<file path="src/rtl/multdiv_pkg.sv">
// Shared types and sizes for the multdiv unit (multiply side).
package multdiv_pkg;

    localparam int unsigned MULT_WIDTH = 32;
    localparam int unsigned MULT_ITER  = MULT_WIDTH / 2;

    // Multiplier sequencing states
    typedef enum logic [1:0] {
        IDLE,
        BUSY,
        DONE
    } mult_state_e;

    // Radix-4 Booth partial-product selection
    typedef enum logic [2:0] {
        ZERO,
        POS1,
        POS2,
        NEG1,
        NEG2
    } booth_sel_e;

endpackage

</file>
<file path="src/rtl/booth_multiplier_if.sv">
// ctrl/result/RDY handshake between multdiv and the Booth multiplier.
interface booth_multiplier_if
    import multdiv_pkg::*;
#(
    parameter int unsigned WIDTH = MULT_WIDTH
);
    logic [WIDTH-1:0] data_operandA;
    logic [WIDTH-1:0] data_operandB;
    logic             ctrl_MULT;
    logic [WIDTH-1:0] data_result;
    logic             data_exception;
    logic             data_resultRDY;

    modport master (
        output data_operandA,
        output data_operandB,
        output ctrl_MULT,
        input  data_result,
        input  data_exception,
        input  data_resultRDY
    );

    modport slave (
        input  data_operandA,
        input  data_operandB,
        input  ctrl_MULT,
        output data_result,
        output data_exception,
        output data_resultRDY
    );
endinterface

</file>
<file path="src/rtl/booth_encoder.sv">
// Radix-4 Booth recoder: 3-bit group selects 0/+-M/+-2M; negation is
// returned as invert-only plus a separate carry-in for the adder.
module booth_encoder
    import multdiv_pkg::*;
#(
    parameter int unsigned MW = MULT_WIDTH + 2
) (
    input  logic [2:0]    group,
    input  logic [MW-1:0] m,
    output logic [MW-1:0] addend,
    output logic          negate
);

    booth_sel_e    sel;
    logic [MW-1:0] mag;

    // Decode the group and build the (possibly inverted) addend
    always_comb begin
        sel = ZERO;
        case (group)
            3'b001, 3'b010: sel = POS1;
            3'b011:         sel = POS2;
            3'b100:         sel = NEG2;
            3'b101, 3'b110: sel = NEG1;
            default:        sel = ZERO;
        endcase

        negate = (sel == NEG1) || (sel == NEG2);

        mag = '0;
        case (sel)
            POS1, NEG1: mag = m;
            POS2, NEG2: mag = {m[MW-2:0], 1'b0};
            default:    mag = '0;
        endcase

        addend = negate ? ~mag : mag;
    end

endmodule

</file>
<file path="src/rtl/booth_multiplier.sv">
// Iterative signed radix-4 Booth multiplier; one add/shift step per clock,
// low WIDTH bits of the product plus a signed-overflow flag.
module booth_multiplier
    import multdiv_pkg::*;
#(
    parameter int unsigned WIDTH = MULT_WIDTH
) (
    input  logic               clock,
    input  logic               reset,
    booth_multiplier_if.slave  bus
);

    localparam int unsigned ITER = WIDTH / 2;
    localparam int unsigned MW   = WIDTH + 2;
    localparam int unsigned PW   = 2 * WIDTH + 3;
    localparam int unsigned CW   = $clog2(ITER) + 1;

    mult_state_e          state;
    mult_state_e          state_next;
    logic                 start;
    logic                 finish;

    logic [MW-1:0]        m;
    logic [PW-1:0]        p;
    logic [PW-1:0]        p_sum;
    logic [PW-1:0]        p_step;
    logic [CW-1:0]        count;
    logic [MW-1:0]        addend;
    logic                 negate;
    logic [2*WIDTH-1:0]   product;
    logic [WIDTH:0]       prod_hi;

    booth_encoder #(
        .MW (MW)
    ) u_encoder (
        .group  (p[2:0]),
        .m      (m),
        .addend (addend),
        .negate (negate)
    );

    // State register
    always_ff @(posedge clock) begin
        if (reset) begin
            state <= IDLE;
        end else begin
            state <= state_next;
        end
    end

    // Next state; a new ctrl_MULT always restarts from the load
    always_comb begin
        state_next = state;
        start      = bus.ctrl_MULT;
        finish     = 1'b0;
        case (state)
            IDLE: begin
                if (start) state_next = BUSY;
            end
            BUSY: begin
                if (start) begin
                    state_next = BUSY;
                end else if (count == CW'(ITER - 1)) begin
                    state_next = DONE;
                    finish     = 1'b1;
                end
            end
            DONE: begin
                state_next = start ? BUSY : IDLE;
            end
            default: state_next = IDLE;
        endcase
    end

    // One Booth step: add into the top MW bits, then arithmetic shift by 2
    always_comb begin
        p_sum   = {p[PW-1:WIDTH+1] + addend + MW'(negate), p[WIDTH:0]};
        p_step  = PW'($signed(p_sum) >>> 2);
        product = p_step[2*WIDTH:1];
        prod_hi = product[2*WIDTH-1:WIDTH-1];
    end

    // Operand load, step datapath and registered outputs
    always_ff @(posedge clock) begin
        if (reset) begin
            m                  <= '0;
            p                  <= '0;
            count              <= '0;
            bus.data_result    <= '0;
            bus.data_exception <= 1'b0;
            bus.data_resultRDY <= 1'b0;
        end else begin
            bus.data_resultRDY <= finish;
            if (start) begin
                m     <= {{2{bus.data_operandA[WIDTH-1]}}, bus.data_operandA};
                p     <= {MW'(0), bus.data_operandB, 1'b0};
                count <= '0;
            end else if (state == BUSY) begin
                p     <= p_step;
                count <= count + CW'(1);
                if (finish) begin
                    bus.data_result    <= product[WIDTH-1:0];
                    bus.data_exception <= !((&prod_hi) || !(|prod_hi));
                end
            end
        end
    end

endmodule

</file>
<file path="src/flat_wrapper.sv">
// flat-port wrapper written by rule: the top's interface ports become plain ports
module booth_multiplier_flat import multdiv_pkg::*;
#(
    parameter int unsigned WIDTH = MULT_WIDTH
)
  (clock, reset, bus_data_operandA, bus_data_operandB, bus_ctrl_MULT, bus_data_result, bus_data_exception, bus_data_resultRDY);
  booth_multiplier_if #(.WIDTH(WIDTH)) bus_i ();
  input  logic clock;
  input  logic reset;
  input wire logic [$bits(bus_i.data_operandA)-1:0] bus_data_operandA;
  input wire logic [$bits(bus_i.data_operandB)-1:0] bus_data_operandB;
  input wire logic [$bits(bus_i.ctrl_MULT)-1:0] bus_ctrl_MULT;
  output wire logic [$bits(bus_i.data_result)-1:0] bus_data_result;
  output wire logic [$bits(bus_i.data_exception)-1:0] bus_data_exception;
  output wire logic [$bits(bus_i.data_resultRDY)-1:0] bus_data_resultRDY;
  assign bus_i.data_operandA = bus_data_operandA;
  assign bus_i.data_operandB = bus_data_operandB;
  assign bus_i.ctrl_MULT = bus_ctrl_MULT;
  assign bus_data_result = bus_i.data_result;
  assign bus_data_exception = bus_i.data_exception;
  assign bus_data_resultRDY = bus_i.data_resultRDY;
  booth_multiplier #(.WIDTH(WIDTH)) u_core (.clock(clock), .reset(reset), .bus(bus_i));
endmodule
</file>
<file path="config.mk">
export PLATFORM = sky130hd
export DESIGN_NAME = booth_multiplier_flat
export DESIGN_NICKNAME = d
export VERILOG_FILES = /design/src/rtl/multdiv_pkg.sv /design/src/rtl/booth_multiplier_if.sv /design/src/rtl/booth_encoder.sv /design/src/rtl/booth_multiplier.sv /design/src/flat_wrapper.sv
export SDC_FILE = /design/constraint.sdc
export NUM_CORES = 1
export LEC_CHECK = 0
export CAP_MARGIN = 10
export CORE_MARGIN = 5
export CORE_UTILIZATION = 37
export CTS_BUF_LIST = sky130_fd_sc_hd__clkbuf_4
export CTS_CLUSTER_SIZE = 8
export DETAILED_ROUTE_END_ITERATION = 12
export PLACE_DENSITY = 0.58
export SLEW_MARGIN = 40
export SYNTH_ARGS = -nofsm -noshare
export SYNTH_HDL_FRONTEND = slang
export SYNTH_HIERARCHICAL = 1
export SYNTH_SLANG_ARGS = --single-unit
</file>
<file path="constraint.sdc">
create_clock -name clock -period 4.45 [get_ports clock]
set_input_delay 0.89 -clock clock [delete_from_list [all_inputs] [get_ports clock]]
set_output_delay 0.89 -clock clock [all_outputs]
set_load 0.02 [all_outputs]
</file>
# Word level (Yosys, flattened, before mapping)
# Cells that the tools add are included.
totals:
  regBits: 138
  out_inout_bits: 34
op_classes:
  add_sub_neg: 3
  eq_ne: 15
  muxes: 13
  bitwise: 2
  reduce_logical: 15
op_table:
  columns: ["cell", "count"]
  rows:
  - ["one-hot mux 34 bit (2 select lines)", 1]
  - ["2-to-1 mux 33 bit", 2]
  - ["adder 34 x 1 -> 34 bit", 1]
  - ["adder 34 bit", 1]
  - ["2-to-1 mux 34 bit", 1]
  - ["NOT 34 bit", 1]
  - ["AND reduction 33 bit", 1]
  - ["OR reduction 33 bit", 1]
  - ["equality test 3 x 2 -> 1 bit (second input constant)", 4]
  - ["equality test 3 bit (second input constant)", 4]
  - ["one-hot mux 3 bit (4 select lines)", 1]
  - ["OR reduction 2 bit", 5]
  - ["equality test 3 x 1 -> 1 bit (second input constant)", 2]
  - ["2-to-1 mux 2 bit", 3]
  - ["one-hot mux 2 bit (3 select lines)", 1]
  - ["adder 5 x 1 -> 5 bit (second input constant)", 1]
  - ["equality test 5 x 4 -> 1 bit (second input constant)", 1]
  - ["2-to-1 mux 1 bit", 4]
  - ["inequality test 3 x 2 -> 1 bit (second input constant)", 1]
  - ["AND reduction 3 bit", 1]
  - ["equality test 2 x 1 -> 1 bit (second input constant)", 1]
  - ["equality test 2 bit (second input constant)", 1]
  - ["logical NOT 1 bit", 2]
  - ["logical NOT 2 bit", 1]
  - ["other kinds (5)", 6]

# Logic depth before layout (Yosys ltp)
# Gate-level depths: netlist of the first run.
depth:
  ltp_word: 14
  mapped_depth: 19

# Hierarchy
# The synthesis of the first run kept the hierarchy.
modules_own_cells:
  columns: ["module", "n_inst", "cells_per_inst", "area_per_inst_um2", "seq_area_each_um2"]
  rows:
  - ["booth_multiplier", 1, 919, 7453.4, 2762.6]
  - ["booth_encoder", 1, 128, 1231.2, 0.0]

# Worst setup path before layout of the first run
# OpenSTA, ideal clock, no wires.
synth_path:
  path_kind: "flip-flop to flip-flop"
  startpoint: "reg u_core.p[2]"
  endpoint: "reg u_core.bus.data_exception"
  t_arrival_ns: 4.121
  slack_ns: 0.190
  path_stages_with_launch: 20
  path_buffers: 2
  period_less_slack_ns: 4.260
  path_cell_list: "dfxtp_1 buf_2 buf_2 a21oi_1 mux2_1 inv_1 fa_1 inv_1 fa_1 a211oi_2 o211ai_1 a21boi_1 a21oi_1 a31o_2 a211o_1 xnor2_1 nand3_1 or4_1 nor4b_2 a311oi_1"
synth_via:
  elab_chain_cells: 14
  elab_cells_between_ends: 26
  classes_between: "add/sub (2); eq/ne (10); mux (3); bitwise (1); reduce/logical (10)"
synth_rtl:
  columns: ["element", "line", "source"]
  rows:
  - ["start: declaration", "booth_multiplier.sv:24", "logic [PW-1:0] p;"]
  - ["start signal: assignment", "booth_multiplier.sv:96", "p <= {MW'(0), bus.data_operandB, 1'b0};"]
  - ["start signal: assignment", "booth_multiplier.sv:99", "p <= p_step;"]
  - ["equality test 3 bit (tied with other cells)", "booth_encoder.sv:20", "case (group)"]
  - ["OR reduction 2 bit", "booth_encoder.sv:20", null]
  - ["one-hot mux 3 bit (4 select lines) *", "booth_encoder.sv:20", null]
  - ["equality test 3 bit (tied with other cells)", "booth_encoder.sv:28, booth_encoder.sv:31", null]
  - ["OR reduction 2 bit", "booth_encoder.sv:31", "case (sel)"]
  - ["one-hot mux 34 bit (2 select lines)", "booth_encoder.sv:31", null]
  - ["NOT 34 bit", "booth_encoder.sv:37", "addend = negate ? ~mag : mag;"]
  - ["2-to-1 mux 34 bit *", "booth_encoder.sv:37", null]
  - ["net u_core.addend[0]", "booth_multiplier.sv:28", "logic [MW-1:0] addend;"]
  - ["adder 34 bit *", "booth_multiplier.sv:77", "p_sum = {p[PW-1:WIDTH+1] + addend + MW'(negate), p[WIDTH:0]};"]
  - ["adder 34 x 1 -> 34 bit *", "booth_multiplier.sv:77", null]
  - ["OR reduction 33 bit", "booth_multiplier.sv:103", "bus.data_exception <= !((&prod_hi) || !(|prod_hi));"]
  - ["logical NOT 1 bit", "booth_multiplier.sv:103", null]
  - ["logical OR 1 bit *", "booth_multiplier.sv:103", null]
  - ["logical NOT 1 bit *", "booth_multiplier.sv:103", null]
  - ["end signal: assignment", "booth_multiplier.sv:103", null]
  - ["end: declaration", "booth_multiplier_if.sv:28", "output data_exception,"]
# Mark *: on every way through the listed nets, which the timed path passes. The rest lies on a longest branch.
# A chain may end at the register's enable or synchronous reset.

# Worst setup path after layout of the first run
layout_path:
  startpoint: "reg u_core.p[0]"
  endpoint: "reg u_core.bus.data_exception"
# The elaborated chain is that of the path after synthesis.

==> reports/qor.yml, run 1 <==
comb_power_share_pct: 23.7
grt_overflow_total: 0
ys_async_sr_fraction_pct: 0
setup_viol: 0
fin_area_mm2: 0.01112
dp_cells: 1491
die_x_um: 163.2
status: "complete, no violations"
reg2reg_slack_ns: 0.15
h-tree-depth: 4
drive_gt1_share_pct: 20.66
min_period_ns: 4.305
clkTransAtPathRegs_ns: 0.15
drv_cap: 0
drt_drc_violations_left: 0
clkPwrFrac_pct: 30.2
hold_viol_final: 0
skew_ns: 0.02625
worst_pin_slew_ns: 0.7576
cts_buffer_depth: 2
crit_fanout: 8
final.setup.worst_slack_ns: 0.1454
grt_usage_pct: 18.43
antenna_found_initial: 1
first_pass_iters: 5
fin_nets: 1300
syn-num-nets: 1150
p_leak_nw: 4.201
gpl.final_weighted_congestion: 0.9165
ys.flop_type: "dfxtp_1"
vias: 8276
syn_inst: 1047
io_buffers: 100
finalPower_mw: 2.876
first_iter_violations: 508
dieHeight_um: 163.2
finalSetupTns_ns: 0
grt_first_pass_wirelength_mm: 40.19
io_pins: 101
synth-edff-count: 0
syn_avg_cell_area_um2: 8.295
crit_arrival_ns: 4.74
viasPerCell: 5.406
ys.warnings.count: 6
switching_share_pct: 35.14
worst-setup-path-type: "reg2reg"
cp-end-kind: "flip-flop"
maxSlewHeadroom_pct: 49.49
cts_buffers: 17
worst_hold_path_type: "reg2reg"
core_area_mm2: 0.02326
start_util_pct: 37.33
internal_power_mw: 1.866
syn_area_mm2: 0.008685
ir_worst_vdd_v: 0.0001207
num_rows: 56
place_area_mm2: 0.01056
cts_hold_buf: 0
dp_slack_ns: -0.1330
hold_slack_ns: 0.4706
clock-sinks: 138
required_ns: 4.88
synthDistinctLibCells: 79
area_growth_pct: 28.05
cts_tree: "done"
wl_per_cell_um: 16.26
layout.cells.non_filler: 1531
p_seq_share_pct: 46.1
fin_util_pct: 47.81
grt_max_degree: 67
powerDensity_mw_per_mm2: 258.6
totalWireLength_mm: 24.90
grt_pass1_vias: 7712
antenna_left: 0
fin_crit_sh_pct: 96.73
startpoint_type: "flip-flop"
max_freq_mhz: 232.3
clk_root_buffer_cell: "clkbuf_4"
clkLatencyLatePin_ns: 0.56
dp.final_hpwl_mm: 17.69
ys_seq_area_share_pct: 31.81
die_area_mm2: 0.02664
synth_seq_cells: 138
switchingPower_mw: 1.011
slew_viol_final: 0
## path summary, 6_finish.rpt
path	cells past startpoint	from	endpoint
setup / recovery	18	u_core/p[0]	u_core/bus.data_exception
hold / removal	2	u_core/p[41]	u_core/p[41]
setup reg to reg	18	u_core/p[0]	u_core/bus.data_exception
hold reg to reg	2	u_core/p[41]	u_core/p[41]
## per-layer routing
metal / global-route usage [%] / up-vias / wire [um]
met5: 0 / - / 0
met4: 4.422 / 0 / 268
met3: 3.028 / 22 / 1257
met2: 30.42 / 206 / 11420
met1: 25.29 / 3915 / 11950
li1: - / 4133 / -
## area by class of cell
type,instances,area [um^2]
flip-flops and latches,138,2771
repair buffers,214,1877
clock inverters,15,171.4
fillers,2362,12140
well taps,319,399.1
inverters,18,67.56
clock buffers,17,127.6
diodes,2,5.005
multi-input cells,808,5702
## power groups by stage
stage	Combinational, mW	Sequential [mW]	Clock (mW)
after floorplan	0.416	1.34	0
after global placement	0.648	1.35	0
after detailed placement	0.653	1.35	0
after CTS	0.661	1.33	0.898
after global routing	0.745	1.33	0.962
final	0.683	1.33	0.868
## cells by family (layout without fill, tap and decap cells)
family                     count (synthesis)  in the layout  share of synthesized area (%)
AOI/OAI and AO/OA                        291            291                          25.14
and+or+nand+nor                          389            389                          22.62
xor gates and xnor gates                  57             57                          5.835
adders and majority gates                 36             36                          5.359
muxes                                     35             35                          4.048
buffers and inverters                    101            264                          5.187
other                                      0              2                              0
DFF                                      138            138                          31.81
## what timing repair did
| item | 4_1_cts | 5_1_grt |
|---|---|---|
| pin swaps | 4 | 14 |
| resized for setup | 7 | 44 |
| setup endpoints to repair | 1 | 2 |
| hold endpoints to repair | 0 | 0 |
| setup buffers | 2 | 4 |
## worst max-delay path, cell delays in order (launching register included)
cell	delay, ns
dfxtp_4	0.40
o21ai_2	0.15
mux2_4	0.31
inv_1	0.07
fa_2	0.19
inv_1	0.06
fa_2	0.42
a211oi_4	0.36
o21a_2	0.22
buf_4	0.12
xnor2_1	0.10
nor4_2	0.33
buf_4	0.17
nand4_1	0.13
nor4_2	0.27
nand4_1	0.13
or4_4	0.45
nor4b_4	0.22
a311oi_1	0.08
## sequential cells by signal (all words and copies together) (netlist names)
signal / count
u_core/bus.data_result: 32
u_core/m: 32
u_core/count: 5
u_core/state: 2
u_core/bus.data_exception: 1
u_core/p: 65
u_core/bus.data_resultRDY: 1
## Yosys cell counts (all sizes together) (8+ instances only)
cell	number	area [um^2]
nor2	113	424.2
nor2b	10	62.56
and4	9	81.33
xor2	8	70.07
mux2i	34	340.3
ha	34	425.4
a22o	31	271.5
nand4	14	87.58
nand3	14	70.07
nor4	9	62.56
inv	18	67.56
nor3	15	80.08
dfxtp	138	2763
nand2	128	480.5
o21ai	16	80.08
a21oi	132	664.4
a211oi	15	135.1
clkbuf	53	203.9
xnor2	49	436.7
buf	30	178.9
a21o	15	120.1
nand4b	34	297.8
o221ai	37	511.7
## cell usage in the layout (no fill, tap or decap), types with 18 or more instances in the layout
cell             netlist  layout
a21oi_1              131     126
buf_4                  5     111
o221ai_2              30      32
nand4b_1              34      34
inv_1                 18      18
ha_1                  34      29
mux2i_1               34      34
nor2_1               113     112
nand2_1              128     128
a22o_1                31      31
dfxtp_1              138     135
xnor2_1               48      45
clkdlybuf4s50_1        0      98
Power figures use the tool's default switching activity.
==> run 2, diff against run 1 <==
--- a/config.mk
+++ b/config.mk
@@ -5,13 +5,13 @@
 export SDC_FILE = /design/constraint.sdc
 export NUM_CORES = 1
 export LEC_CHECK = 0
+export ABC_AREA = 1
 export CAP_MARGIN = 10
 export CORE_MARGIN = 5
 export CORE_UTILIZATION = 37
-export CTS_BUF_LIST = sky130_fd_sc_hd__clkbuf_4
 export CTS_CLUSTER_SIZE = 8
 export DETAILED_ROUTE_END_ITERATION = 12
-export PLACE_DENSITY = 0.58
+export PLACE_DENSITY = 0.57
 export SLEW_MARGIN = 40
 export SYNTH_ARGS = -nofsm -noshare
 export SYNTH_HDL_FRONTEND = slang
==> run 2 against run 1 <==
  * Largest power group is now the clock network
  * Critical path depth up 3
  * Clock skew shrank 0.013 ns
  * Global-route usage is 2.4 points higher
  * Non-clock buffer count is 101 lower
  * Combinational power decreased by 4.8%
  * Highest routed layer is now met5
  * Synthesized area is 6.1% higher
  * Synthesized cell count up 50%
==> reports/qor.yml, run 2 <==
status: "complete, no violations"
synthDistinctLibCells: 36  # -54%
synth-edff-count: 0  # unchanged
reg2regPathDepth: 21  # +3
totalWireLength_mm: 29.29  # +18%
largest_register: "u_core/p"
grt_max_degree: 68  # +1.5%
final_cell_mix: "nand2_1 (502), inv_1 (254), nor2_1 (167)"
synthTopCellsByCount: "nand2_1 (503), inv_1 (255), nor2_1 (168)"
ys.flop_type: "dfxtp_1"
slew_viol_final: 0  # unchanged
crit_path_end: "u_core/bus.data_exception"
ys_async_sr_fraction_pct: 0  # unchanged
layout_commonest_cell: "nand2_1"
startpoint_type: "flip-flop"
area_growth_pct: 19.90
cts_tree: "done"
gpl.final_weighted_congestion: 0.9797  # +6.9%
dieHeight_um: 167.8  # +2.8%
h-tree-depth: 4  # unchanged
syn_area_mm2: 0.009213  # +6.1%
core_area_mm2: 0.02439  # +4.9%
dp.final_hpwl_mm: 21.96  # +24%
crit_arrival_ns: 4.23  # -0.51 ns
antenna_found_initial: 1  # unchanged
clock-sinks: 138  # unchanged
grt_usage_pct: 20.84  # +2.4 points
synth_seq_cells: 138  # unchanged
cts_buffers: 17  # unchanged
startpoint: "u_core/p[0]"
drive_gt1_share_pct: 4.837  # -16 points
max_freq_mhz: 255.4  # +9.9%
reg2reg_slack_ns: 0.53  # +0.39 ns
start_util_pct: 37.77  # +0.44 points
p_leak_nw: 5.690  # +35%
fin_area_mm2: 0.01105  # -0.68%
fin_crit_sh_pct: 87.98  # -8.8 points
syn_inst: 1566  # +50%
vias: 9629  # +16%
ir_worst_vdd_v: 0.0002068  # +71%
worst_pin_slew_ns: 0.7468  # -0.01077 ns
min_period_ns: 3.915  # -0.3895 ns
cp-end-kind: "flip-flop"
n_antenna_cell: 0  # -2
io_buffers: 100  # unchanged
ys_seq_area_share_pct: 29.99  # -1.8 points
drv_cap: 0  # unchanged
hold_viol_final: 0  # unchanged
die_area_mm2: 0.02816  # +5.7%
cts_resized: 0  # -7
clkLatencyLatePin_ns: 0.42  # -0.14 ns
route.top_layer_used: "met5"
cts_setup_buffers: 0  # -2
wl_met3_mm: 1.901  # +51%
fin_nets: 1744  # +34%
maxSlewHeadroom_pct: 50.21  # +0.72 points
crit_fanout: 18  # +10
holdPathStages: 2  # unchanged
viasPerCell: 4.868  # -9.9%
path_cells: "o21ai_2 -> buf_4 -> nand3_1 -> nand3_1 -> nand2_1 -> ha_1 -> nand2_1 -> nor2_1 -> nand2_1 -> nor2_1 -> nand2_1 -> nand3_1 -> nand2_1 -> nor2_1 -> nand2_1 -> nor2_1 -> nand3_1 -> nand2_1 -> nand3_1 -> nand2_1 -> inv_1"
required_ns: 4.76  # -0.12 ns
rr_endpoint: "u_core/bus.data_exception"
largest_reg_flops: 65  # unchanged
clk_root_buffer_cell: "clkbuf_16"
syn-num-nets: 1669  # +45%
worst-setup-path-type: "reg2reg"
rsz0062_at_grt: "no"
yosys-top-cells-area: "dfxtp_1 (30%), nand2_1 (20%), inv_1 (10%)"
r2r_start: "u_core/p[0]"
first_iter_violations: 579  # +14%
finalSetupTns_ns: 0  # unchanged
yosysTopAreaCell: "dfxtp_1"
dr_wl_met2_mm: 12.98  # +14%
drt_drc_violations_left: 0  # unchanged
cts_hold_buf: 0  # unchanged
antenna_left: 0  # unchanged
syn_avg_cell_area_um2: 5.883  # -29%
grt_overflow_total: 0  # unchanged
skew_ns: 0.01322  # -0.01302 ns
grt_pass1_vias: 9217  # +20%
powerDensity_mw_per_mm2: 303.4  # +17%
slowest_stage: "o21ai_2"
grt_first_pass_wirelength_mm: 48.33  # +20%
cts_buffer_depth: 2  # unchanged
first_pass_iters: 5  # unchanged
num_rows: 57  # +1.8%
worst_hold_path_type: "reg2reg"
top_regs: "u_core/p: 65 flops, u_core/bus.data_result: 32 flops, u_core/m: 32 flops"
met1Wirelength_mm: 13.97  # +17%
max_stage_delay_ns: 0.61  # +0.16 ns
place_area_mm2: 0.01049  # -0.64%
ys.warnings.count: 6  # unchanged
clkTransAtPathRegs_ns: 0.06  # -0.09 ns
die_x_um: 167.8  # +2.8%
io_pins: 101  # unchanged
synthMostInstantiatedCell: "nand2_1"
wl_per_cell_um: 14.81  # -8.9%
crit_top_cell: "nand2_1"
setup_viol: 0  # unchanged
synth.top_cell.area_share_pct: 29.99  # -1.8 points
==> run 2: cell types whose count changed after synthesis, sizes merged, moves of 31 or more <==
cell    delta
o221ai    -36
nand2    +378
nand4b    -34
inv      +248
nand3    +141
a21oi    -110
nor2      +67
o21ai    +109
a22o      -31
mux2i     -34
xnor2     -39
==> run 2: power breakdown <==
group / leakage (nW) / internal, mW / switching, mW
Clock: 0.265 / 0.737 / 0.642
Combinational: 4.30 / 0.234 / 0.416
Sequential: 1.13 / 1.29 / 0.0348
==> run 2: worst max-delay path: cells and delay by family, from the launching register on <==
| family | cells | cell delay [ns] |
|---|---|---|
| adders and majority gates | 1 | 0.46 |
| buffers and inverters | 2 | 0.38 |
| AOI/OAI and AO/OA | 1 | 0.61 |
| and+or+nand+nor | 17 | 2.00 |
| DFF | 1 | 0.34 |
==> run 2: final cells by class <==
cell class,count,area [um^2]
sequential,138,2763
clock buffer,18,429.2
inverter,267,1003
multi-input combinational,1104,5213
timing repair buffer,113,1106
fill,2671,13350
clock inverter,14,126.4
tap,324,405.4
==> run 2: how the worst min path moves through the flow <==
| stage | from | end |
|---|---|---|
| after floorplan | u_core/count[3] | u_core/count[3] |
| after global placement | u_core/bus.data_result[31] | u_core/bus.data_result[31] |
| after detailed placement | u_core/p[23] | u_core/bus.data_result[20] |
| after CTS | u_core/p[23] | u_core/bus.data_result[20] |
| after global routing | u_core/bus.data_result[20] | u_core/bus.data_result[20] |
| final | u_core/bus.data_result[29] | u_core/bus.data_result[29] |
==> run 2: per-stage QoR <==
stage / worst slack [ns] / util, % / hold WS (ns) / cells / power (mW)
finish: 0.5349 / 45.29 / 0.4790 / 1978 / 3.351
detailed placement: 0.5269 / 43.00 / 0.4686 / 1946 / 1.996
CTS: 0.5118 / 45.28 / 0.4801 / 1978 / 3.387
global route: 0.1904 / 45.29 / 0.5098 / 1978 / 3.536
floorplan: 1.437 / - / 0.4453 / 1566 / 1.776
global placement: 0.5430 / 42.99 / 0.4582 / 1946 / 1.994
==> run 2: cell families (layout without fill, tap and decap cells) <==
kind of cell / after synthesis / after routing / synth area share, %
AND/OR/NAND/NOR: 867 / 867 / 38.83
flip-flops: 138 / 138 / 29.99
buffers and inverters: 324 / 412 / 13.49
AO/OA/AOI/OAI: 188 / 188 / 11.41
XOR/XNOR: 13 / 13 / 1.236
adder cells (fa/ha/maj): 36 / 36 / 5.052
==> run 2: routing by layer <==
layer | global-route usage [%] | up-vias
li1 | - | 5028
met1 | 28.68 | 4354
met2 | 33.37 | 216
met3 | 4.619 | 29
met4 | 5.011 | 2
met5 | 0 | -
